--- src/rtl/seed_random_2_deal_ctrl_pkg.sv ---
// -----------------------------------------------------------------------------
// seed_random_2_deal_ctrl_pkg
// Shared definitions for the card-deal controller: default latency and deck
// size, FSM state encoding, requester ownership encoding and a small helper
// that classifies a datapath card value.
// -----------------------------------------------------------------------------
package seed_random_2_deal_ctrl_pkg;

    // Cycles from req_card_dp_o to a valid card on card_dp_i.
    localparam int CARD_LAT_DEF  = 2;
    // Cards that may be dealt before the deck counts as exhausted.
    localparam int DECK_SIZE_DEF = 52;
    localparam int CARD_W        = 8;
    localparam int DEALT_W       = 6;

    typedef enum logic [1:0] {
        ST_IDLE    = 2'd0,
        ST_REQ     = 2'd1,
        ST_WAIT    = 2'd2,
        ST_DELIVER = 2'd3
    } deal_state_e;

    typedef enum logic {
        OWN_P = 1'b0,
        OWN_D = 1'b1
    } owner_e;

    // A card value of 0 means the datapath produced nothing usable.
    function automatic logic is_bad_card(input logic [CARD_W-1:0] card);
        return (card == 8'd0);
    endfunction

endpackage

--- src/rtl/seed_random_2_deal_ctrl_if.sv ---
// -----------------------------------------------------------------------------
// seed_random_2_deal_ctrl_if
// Bundles the requester handshakes, the datapath card handshake and the
// status outputs of the deal controller.
//   master : player/dealer requesters + card datapath (drives requests, card)
//   slave  : the deal controller (drives acks, card, counters, flags)
// -----------------------------------------------------------------------------
interface seed_random_2_deal_ctrl_if;
    import seed_random_2_deal_ctrl_pkg::*;

    logic               req_p_i;
    logic               req_d_i;
    logic               new_deck_i;
    logic [CARD_W-1:0]  card_dp_i;
    logic               req_card_dp_o;
    logic               ack_p_o;
    logic               ack_d_o;
    logic [CARD_W-1:0]  card_o;
    logic [DEALT_W-1:0] cards_dealt_o;
    logic               deck_empty_o;
    logic               busy_o;
    logic               bad_card_o;

    modport master (
        output req_p_i, req_d_i, new_deck_i, card_dp_i,
        input  req_card_dp_o, ack_p_o, ack_d_o, card_o, cards_dealt_o,
               deck_empty_o, busy_o, bad_card_o
    );

    modport slave (
        input  req_p_i, req_d_i, new_deck_i, card_dp_i,
        output req_card_dp_o, ack_p_o, ack_d_o, card_o, cards_dealt_o,
               deck_empty_o, busy_o, bad_card_o
    );

endinterface

--- src/rtl/seed_random_2_rr_arb.sv ---
// -----------------------------------------------------------------------------
// seed_random_2_rr_arb
// Two-input round-robin arbiter. A lone requester always wins; on a tie the
// requester that was not granted last wins. The last-grant register resets to
// the dealer so the player wins the first tie.
//   clk_ctrl_i / rst_ctrl_i : clock, synchronous active-high reset
//   req_p / req_d           : player / dealer request levels
//   grant_en                : grant is actually taken this cycle
//   gnt_p / gnt_d           : one-hot (or zero) combinational grant
// -----------------------------------------------------------------------------
module seed_random_2_rr_arb (
    input  logic clk_ctrl_i,
    input  logic rst_ctrl_i,
    input  logic req_p,
    input  logic req_d,
    input  logic grant_en,
    output logic gnt_p,
    output logic gnt_d
);

    logic last_d_r;

    // Grant decision from the current requests and the last winner.
    always_comb begin
        gnt_p = 1'b0;
        gnt_d = 1'b0;
        if (req_p && req_d) begin
            if (last_d_r) begin
                gnt_p = 1'b1;
            end else begin
                gnt_d = 1'b1;
            end
        end else if (req_p) begin
            gnt_p = 1'b1;
        end else if (req_d) begin
            gnt_d = 1'b1;
        end else begin
            gnt_p = 1'b0;
            gnt_d = 1'b0;
        end
    end

    // Remember who won, only when the grant is consumed.
    always_ff @(posedge clk_ctrl_i) begin
        if (rst_ctrl_i) begin
            last_d_r <= 1'b1;
        end else if (grant_en && (gnt_p || gnt_d)) begin
            last_d_r <= gnt_d;
        end else begin
            last_d_r <= last_d_r;
        end
    end

endmodule

--- src/rtl/seed_random_2_deal_ctrl.sv ---
// -----------------------------------------------------------------------------
// seed_random_2_deal_ctrl
// Deals cards from a datapath to a player and a dealer. One request is
// granted at a time (round-robin), the datapath is pulsed once, the card is
// captured CARD_LAT cycles later and delivered with a one-cycle ack.
//   clk_ctrl_i / rst_ctrl_i : clock, synchronous active-high reset
//   deal_if (slave)         : requests, new-deck pulse, datapath card in;
//                             acks, card, dealt count, deck/busy/bad flags out
// All outputs are registered; their next values are decoded from the next
// state so they line up with the state they describe.
// -----------------------------------------------------------------------------
module seed_random_2_deal_ctrl
    import seed_random_2_deal_ctrl_pkg::*;
#(
    parameter int CARD_LAT  = CARD_LAT_DEF,
    parameter int DECK_SIZE = DECK_SIZE_DEF
) (
    input logic                      clk_ctrl_i,
    input logic                      rst_ctrl_i,
    seed_random_2_deal_ctrl_if.slave deal_if
);

    localparam int CNT_W = (CARD_LAT < 1) ? 1 : $clog2(CARD_LAT + 1);
    localparam logic [CNT_W-1:0]   CNT_LOAD  = CNT_W'(CARD_LAT);
    localparam logic [CNT_W-1:0]   CNT_ONE   = CNT_W'(1);
    localparam logic [DEALT_W-1:0] DECK_FULL = DEALT_W'(DECK_SIZE);

    deal_state_e        state_r, state_nxt_s;
    owner_e             owner_r, owner_nxt_s;
    logic [CNT_W-1:0]   cnt_r, cnt_nxt_s;
    logic               pending_r, pending_nxt_s;
    logic [DEALT_W-1:0] cards_dealt_r, cards_dealt_nxt_s;
    logic [CARD_W-1:0]  card_r, card_nxt_s;
    logic               bad_r, bad_nxt_s;
    logic               deck_empty_r, deck_empty_nxt_s;
    logic               busy_r, busy_nxt_s;
    logic               req_card_r, req_card_nxt_s;
    logic               ack_p_r, ack_p_nxt_s;
    logic               ack_d_r, ack_d_nxt_s;

    logic any_req_s;
    logic clear_s;
    logic take_s;
    logic capture_s;
    logic gnt_p_s;
    logic gnt_d_s;

    seed_random_2_rr_arb u_arb (
        .clk_ctrl_i (clk_ctrl_i),
        .rst_ctrl_i (rst_ctrl_i),
        .req_p      (deal_if.req_p_i),
        .req_d      (deal_if.req_d_i),
        .grant_en   (take_s),
        .gnt_p      (gnt_p_s),
        .gnt_d      (gnt_d_s)
    );

    // IDLE decisions: a new deck (pending or live) is served before any grant.
    always_comb begin
        any_req_s = deal_if.req_p_i | deal_if.req_d_i;
        clear_s   = 1'b0;
        take_s    = 1'b0;
        if (state_r == ST_IDLE) begin
            clear_s = pending_r | deal_if.new_deck_i;
            take_s  = ~clear_s & ~deck_empty_r & any_req_s;
        end else begin
            clear_s = 1'b0;
            take_s  = 1'b0;
        end
        capture_s = (state_r == ST_WAIT) && (cnt_r <= CNT_ONE);
    end

    // State register.
    always_ff @(posedge clk_ctrl_i) begin
        if (rst_ctrl_i) begin
            state_r <= ST_IDLE;
        end else begin
            state_r <= state_nxt_s;
        end
    end

    // Next-state logic.
    always_comb begin
        state_nxt_s = state_r;
        case (state_r)
            ST_IDLE: begin
                if (take_s) begin
                    state_nxt_s = ST_REQ;
                end else begin
                    state_nxt_s = ST_IDLE;
                end
            end
            ST_REQ:     state_nxt_s = ST_WAIT;
            ST_WAIT: begin
                if (capture_s) begin
                    state_nxt_s = ST_DELIVER;
                end else begin
                    state_nxt_s = ST_WAIT;
                end
            end
            ST_DELIVER: state_nxt_s = ST_IDLE;
            default:    state_nxt_s = ST_IDLE;
        endcase
    end

    // Next values of the datapath registers and registered outputs.
    always_comb begin
        owner_nxt_s = owner_r;
        if (take_s && gnt_d_s) begin
            owner_nxt_s = OWN_D;
        end else if (take_s && gnt_p_s) begin
            owner_nxt_s = OWN_P;
        end else begin
            owner_nxt_s = owner_r;
        end

        cnt_nxt_s = cnt_r;
        case (state_r)
            ST_REQ:  cnt_nxt_s = CNT_LOAD;
            ST_WAIT: begin
                if (cnt_r != {CNT_W{1'b0}}) begin
                    cnt_nxt_s = cnt_r - CNT_ONE;
                end else begin
                    cnt_nxt_s = {CNT_W{1'b0}};
                end
            end
            default: cnt_nxt_s = cnt_r;
        endcase

        // Pulses arriving mid-transaction collapse into one pending clear.
        pending_nxt_s = pending_r;
        if (clear_s) begin
            pending_nxt_s = 1'b0;
        end else if (deal_if.new_deck_i) begin
            pending_nxt_s = 1'b1;
        end else begin
            pending_nxt_s = pending_r;
        end

        // Count moves with the ack so both become visible in DELIVER.
        cards_dealt_nxt_s = cards_dealt_r;
        if (clear_s) begin
            cards_dealt_nxt_s = {DEALT_W{1'b0}};
        end else if (capture_s) begin
            cards_dealt_nxt_s = cards_dealt_r + 6'd1;
        end else begin
            cards_dealt_nxt_s = cards_dealt_r;
        end

        card_nxt_s = card_r;
        bad_nxt_s  = bad_r;
        if (capture_s) begin
            card_nxt_s = deal_if.card_dp_i;
            bad_nxt_s  = bad_r | is_bad_card(deal_if.card_dp_i);
        end else begin
            card_nxt_s = card_r;
            bad_nxt_s  = bad_r;
        end

        deck_empty_nxt_s = (cards_dealt_nxt_s == DECK_FULL);
        busy_nxt_s       = (state_nxt_s != ST_IDLE);
        req_card_nxt_s   = (state_nxt_s == ST_REQ);
        ack_p_nxt_s      = (state_nxt_s == ST_DELIVER) && (owner_nxt_s == OWN_P);
        ack_d_nxt_s      = (state_nxt_s == ST_DELIVER) && (owner_nxt_s == OWN_D);
    end

    // Datapath and output registers.
    always_ff @(posedge clk_ctrl_i) begin
        if (rst_ctrl_i) begin
            owner_r       <= OWN_P;
            cnt_r         <= {CNT_W{1'b0}};
            pending_r     <= 1'b0;
            cards_dealt_r <= {DEALT_W{1'b0}};
            card_r        <= 8'd0;
            bad_r         <= 1'b0;
            deck_empty_r  <= 1'b0;
            busy_r        <= 1'b0;
            req_card_r    <= 1'b0;
            ack_p_r       <= 1'b0;
            ack_d_r       <= 1'b0;
        end else begin
            owner_r       <= owner_nxt_s;
            cnt_r         <= cnt_nxt_s;
            pending_r     <= pending_nxt_s;
            cards_dealt_r <= cards_dealt_nxt_s;
            card_r        <= card_nxt_s;
            bad_r         <= bad_nxt_s;
            deck_empty_r  <= deck_empty_nxt_s;
            busy_r        <= busy_nxt_s;
            req_card_r    <= req_card_nxt_s;
            ack_p_r       <= ack_p_nxt_s;
            ack_d_r       <= ack_d_nxt_s;
        end
    end

    assign deal_if.req_card_dp_o = req_card_r;
    assign deal_if.ack_p_o       = ack_p_r;
    assign deal_if.ack_d_o       = ack_d_r;
    assign deal_if.card_o        = card_r;
    assign deal_if.cards_dealt_o = cards_dealt_r;
    assign deal_if.deck_empty_o  = deck_empty_r;
    assign deal_if.busy_o        = busy_r;
    assign deal_if.bad_card_o    = bad_r;

endmodule

--- src/flat_wrapper.sv ---
// flat-port wrapper written by rule: the top's interface ports become plain ports
module seed_random_2_deal_ctrl_flat import seed_random_2_deal_ctrl_pkg::*;
#(
    parameter int CARD_LAT  = CARD_LAT_DEF,
    parameter int DECK_SIZE = DECK_SIZE_DEF
)
  (clk_ctrl_i, rst_ctrl_i, deal_if_req_p_i, deal_if_req_d_i, deal_if_new_deck_i, deal_if_card_dp_i, deal_if_req_card_dp_o, deal_if_ack_p_o, deal_if_ack_d_o, deal_if_card_o, deal_if_cards_dealt_o, deal_if_deck_empty_o, deal_if_busy_o, deal_if_bad_card_o);
  seed_random_2_deal_ctrl_if deal_if_i ();
  input logic clk_ctrl_i;
  input logic rst_ctrl_i;
  input wire logic [$bits(deal_if_i.req_p_i)-1:0] deal_if_req_p_i;
  input wire logic [$bits(deal_if_i.req_d_i)-1:0] deal_if_req_d_i;
  input wire logic [$bits(deal_if_i.new_deck_i)-1:0] deal_if_new_deck_i;
  input wire logic [$bits(deal_if_i.card_dp_i)-1:0] deal_if_card_dp_i;
  output wire logic [$bits(deal_if_i.req_card_dp_o)-1:0] deal_if_req_card_dp_o;
  output wire logic [$bits(deal_if_i.ack_p_o)-1:0] deal_if_ack_p_o;
  output wire logic [$bits(deal_if_i.ack_d_o)-1:0] deal_if_ack_d_o;
  output wire logic [$bits(deal_if_i.card_o)-1:0] deal_if_card_o;
  output wire logic [$bits(deal_if_i.cards_dealt_o)-1:0] deal_if_cards_dealt_o;
  output wire logic [$bits(deal_if_i.deck_empty_o)-1:0] deal_if_deck_empty_o;
  output wire logic [$bits(deal_if_i.busy_o)-1:0] deal_if_busy_o;
  output wire logic [$bits(deal_if_i.bad_card_o)-1:0] deal_if_bad_card_o;
  assign deal_if_i.req_p_i = deal_if_req_p_i;
  assign deal_if_i.req_d_i = deal_if_req_d_i;
  assign deal_if_i.new_deck_i = deal_if_new_deck_i;
  assign deal_if_i.card_dp_i = deal_if_card_dp_i;
  assign deal_if_req_card_dp_o = deal_if_i.req_card_dp_o;
  assign deal_if_ack_p_o = deal_if_i.ack_p_o;
  assign deal_if_ack_d_o = deal_if_i.ack_d_o;
  assign deal_if_card_o = deal_if_i.card_o;
  assign deal_if_cards_dealt_o = deal_if_i.cards_dealt_o;
  assign deal_if_deck_empty_o = deal_if_i.deck_empty_o;
  assign deal_if_busy_o = deal_if_i.busy_o;
  assign deal_if_bad_card_o = deal_if_i.bad_card_o;
  seed_random_2_deal_ctrl #(.CARD_LAT(CARD_LAT), .DECK_SIZE(DECK_SIZE)) u_core (.clk_ctrl_i(clk_ctrl_i), .rst_ctrl_i(rst_ctrl_i), .deal_if(deal_if_i));
endmodule
--- config.mk ---
export PLATFORM = sky130hd
export DESIGN_NAME = seed_random_2_deal_ctrl_flat
export DESIGN_NICKNAME = d
export VERILOG_FILES = /design/src/rtl/seed_random_2_deal_ctrl_pkg.sv /design/src/rtl/seed_random_2_deal_ctrl_if.sv /design/src/rtl/seed_random_2_rr_arb.sv /design/src/rtl/seed_random_2_deal_ctrl.sv /design/src/flat_wrapper.sv
export SDC_FILE = /design/constraint.sdc
export NUM_CORES = 1
export LEC_CHECK = 0
export BUFFER_PORTS_ARGS = -buffer_cell sky130_fd_sc_hd__buf_2
export CAP_MARGIN = 20
export CORE_AREA = 2 2 50 52
export DETAILED_ROUTE_END_ITERATION = 12
export DIE_AREA = 0 0 52 54
export PLACE_DENSITY = 0.83
export SLEW_MARGIN = 20
export SYNTH_ARGS = -nofsm -noshare
export SYNTH_HDL_FRONTEND = slang
export SYNTH_SLANG_ARGS = --single-unit
--- constraint.sdc ---
create_clock -name clk_ctrl_i -period 2.17 [get_ports clk_ctrl_i]
set_clock_uncertainty 0.05 [all_clocks]
set_input_delay 0.1085 -clock clk_ctrl_i [delete_from_list [all_inputs] [get_ports clk_ctrl_i]]
set_output_delay 0.1085 -clock clk_ctrl_i [all_outputs]
set_load 0.02 [all_outputs]
==> out/qor.yml <==
status: "finished, final reports clean"
area_growth_pct: 29.4
p_leak_nw: 0.622
die-width_um: 52
synth_most_common_cell: "dfxtp_1"
combPwrFrac_pct: 17.5
via_per_inst: 4.93
peakVddDrop_mv: 0.465
dieArea_um2: 2810
io_buffers: 32
grt_overflow_total: 0
synth_top_family_by_area: "simple AND/OR/NAND/NOR gates"
num-nets-final: 177
grt_max_degree: 19
syn-cell-area_um2: 1050
grt_pass1_vias: 865
hp-start: "rst_ctrl_i"
synth-compound-area-share_pct: 12.3
core_um2: 2320
grt_pass1_wl_mm: 3.71
rr_endpoint: "u_core.deal_if.deck_empty_o$_SDFF_PP0_"
io_pins: 33
swShare_pct: 27.5
crit_fanout: 8
r2r_slack_ns: 0.33
r2r_cells: 6
cell_internal_pwr_mw: 0.660
drive_above_1_share_pct: 23.8
synthArstFlopShare_pct: 0
max_slew.worst_pin.slew_ns: 0.516
final_area_um2: 1360
gr-usage-all-layers_pct: 17.6
ys_seq_area_share_pct: 51.4
clkLatencyLatePin_ns: 0.32
start_util_pct: 45.3
slew_headroom_pct: 65.5
synth.area.top_cells: "dfxtp_1, nand2_1, a21oi_1"
critPathArrivalTime_ns: 2.03
whs_ns: 0.0935
min_period_over_period_pct: 84.6
multi_input_area_um2: 475
holdCritPathClass: "input pin to flop"
syn_inst: 118
synth.top_cell.area_share_pct: 51.4
dp_hpwl_mm: 1.56
yosysTopAreaCell: "dfxtp_1"
p_seq_share_pct: 59.0
p_total_mw: 0.911
worstSetupPathType: "flop to flop"
ctsResizeCount: 0
via_count: 936
required_ns: 2.36
routedWlPerCell_um: 12.4
rsz0062_at_grt: "false"
power.density_nw_per_um2: 669
final_max_slew_viol_count: 0
synth_cell_types: 29
finalWirelength_mm: 2.36
antenna_found_initial: 0
synth_nets: 134
drcViolationCount: 0
cp-start-kind: "flop"
dr.pass1.iters: 4
r2r_start: "u_core.state_r[0]$_SDFF_PP0_"
synth_edf_count: 0
routabilityCongestion: 0.831
diodes: 0
cts_sinks: 27
setup_violations: 0
cts_hold_buf: 9
holdPathEnd: "u_core.cnt_r[0]$_SDFFE_PP0P_"
synth_top_cells_by_count: "dfxtp_1, nand2_1, nor2_1"
syn-mean-instance-area_um2: 8.91
clockPowerShare_pct: 23.5
period_needed_ns: 1.84
cts_tree: "done"
synth_fa_ha_area_share_pct: 3.57
clockBufferDepth: 2
cts_buffers: 3
cts_setup_buffers: 0
htree_levels: 1
final_util_pct: 58.6
fmax_mhz: 545
holdPathStages: 2
drt_iter0_markers: 15
synth-seq-cells: 27
num-fill-cells: 200
synthMuxAreaShare_pct: 0.952
clkTransAtPathRegs_ns: 0.14
seqCellArea_um2: 541
final_hold_viol_count: 0
cts-root-buf: "clkbuf_4"
ant_nets: 0
synthSimpleGateAreaFrac_pct: 24.3
synth_ff_type: "dfxtp_1"
ys_warn_count: 0
maxCapViolations: 0
post_dp_cell_area_um2: 1240
die_h_um: 54
synthXorXnorAreaFrac_pct: 4.17
core.rowCount: 18
end_kind: "flop"
p_sw_mw: 0.251
finalSetupTns_ns: 0
sequential cells by signal, summed over array words and instances, names as in the netlist, 2 cells and up:
signal / flops
u_core.state_r: 2
u_core.deal_if.cards_dealt_o: 6
u_core.cnt_r: 2
u_core.deal_if.card_o: 8
per-layer routing:
metal | part of all wire [%] | GRT usage [%] | vias up
met4 | 4.1 | 11.0 | 0
li1 | - | - | 484
met3 | 3.9 | 4.44 | 10
met1 | 43 | 22.5 | 416
met2 | 49 | 26.4 | 26
met5 | 0 | 0 | -
critical path, cell delays in order (launching register included):
cell      delay, ns
dfxtp_1        0.33
inv_1          0.08
ha_1           0.24
nor2b_1        0.47
and3_1         0.23
o211ai_1       0.10
nor4_2         0.25
power groups by stage:
stage | clock, mW | combinational (mW) | sequential, mW
after global routing | 0.246 | 0.173 | 0.541
after detailed placement | 0 | 0.143 | 0.548
after CTS | 0.224 | 0.157 | 0.537
final | 0.214 | 0.159 | 0.537
after global placement | 0 | 0.139 | 0.547
after floorplan | 0 | 0.0782 | 0.566
logic make-up (layout without fill, tap and decap cells):
kind of cell	Yosys count	in the layout
buffers and inverters	9	51
XOR/XNOR	5	5
AO/OA/AOI/OAI	22	22
flip-flops	27	27
multiplexers	1	1
AND/OR/NAND/NOR	51	51
adder cells (fa/ha/maj)	3	3
cell type report:
| type | count | area share [%] |
|---|---|---|
| clock buffer | 3 | 1.66 |
| tap | 30 | 2.76 |
| sequential | 27 | 39.7 |
| multi-input combinational | 82 | 35.0 |
| clock inverter | 1 | 0.552 |
| inverter | 5 | 1.38 |
| timing repair buffer | 42 | 19.0 |
worst max-delay path by stage:
stage                                  from                                         end
2_1_floorplan  u_core.state_r[0]$_SDFF_PP0_      u_core.deal_if.deck_empty_o$_SDFF_PP0_
3_3_place_gp   u_core.state_r[0]$_SDFF_PP0_      u_core.deal_if.deck_empty_o$_SDFF_PP0_
3_5_place_dp   u_core.state_r[0]$_SDFF_PP0_      u_core.deal_if.deck_empty_o$_SDFF_PP0_
4_1_cts        u_core.state_r[0]$_SDFF_PP0_      u_core.deal_if.deck_empty_o$_SDFF_PP0_
5_1_grt        u_core.state_r[0]$_SDFF_PP0_  u_core.deal_if.cards_dealt_o[3]$_SDFF_PP0_
6_report       u_core.state_r[0]$_SDFF_PP0_      u_core.deal_if.deck_empty_o$_SDFF_PP0_
layout by cell type (no fill, tap or decap), types with 3 or more instances in the layout:
master | netlist | routed
dlygate4sd3_1 | 0 | 9
ha_1 | 3 | 3
o21ai_0 | 4 | 4
xor2_1 | 3 | 3
nor2b_1 | 4 | 4
buf_2 | 1 | 32
a21oi_1 | 10 | 10
clkbuf_4 | 0 | 3
dfxtp_1 | 27 | 27
a21o_1 | 3 | 3
nand2_1 | 18 | 18
nor2_1 | 12 | 12
nand2b_1 | 3 | 3
inv_1 | 5 | 5
stage by stage:
stage / setup WS (ns) / std cells
floorplan: 0.564 / 118
global placement: 0.498 / 177
detailed placement: 0.393 / 177
CTS: 0.338 / 190
global route: 0.188 / 190
finish: 0.334 / 190
Power figures use the tool's default switching activity.
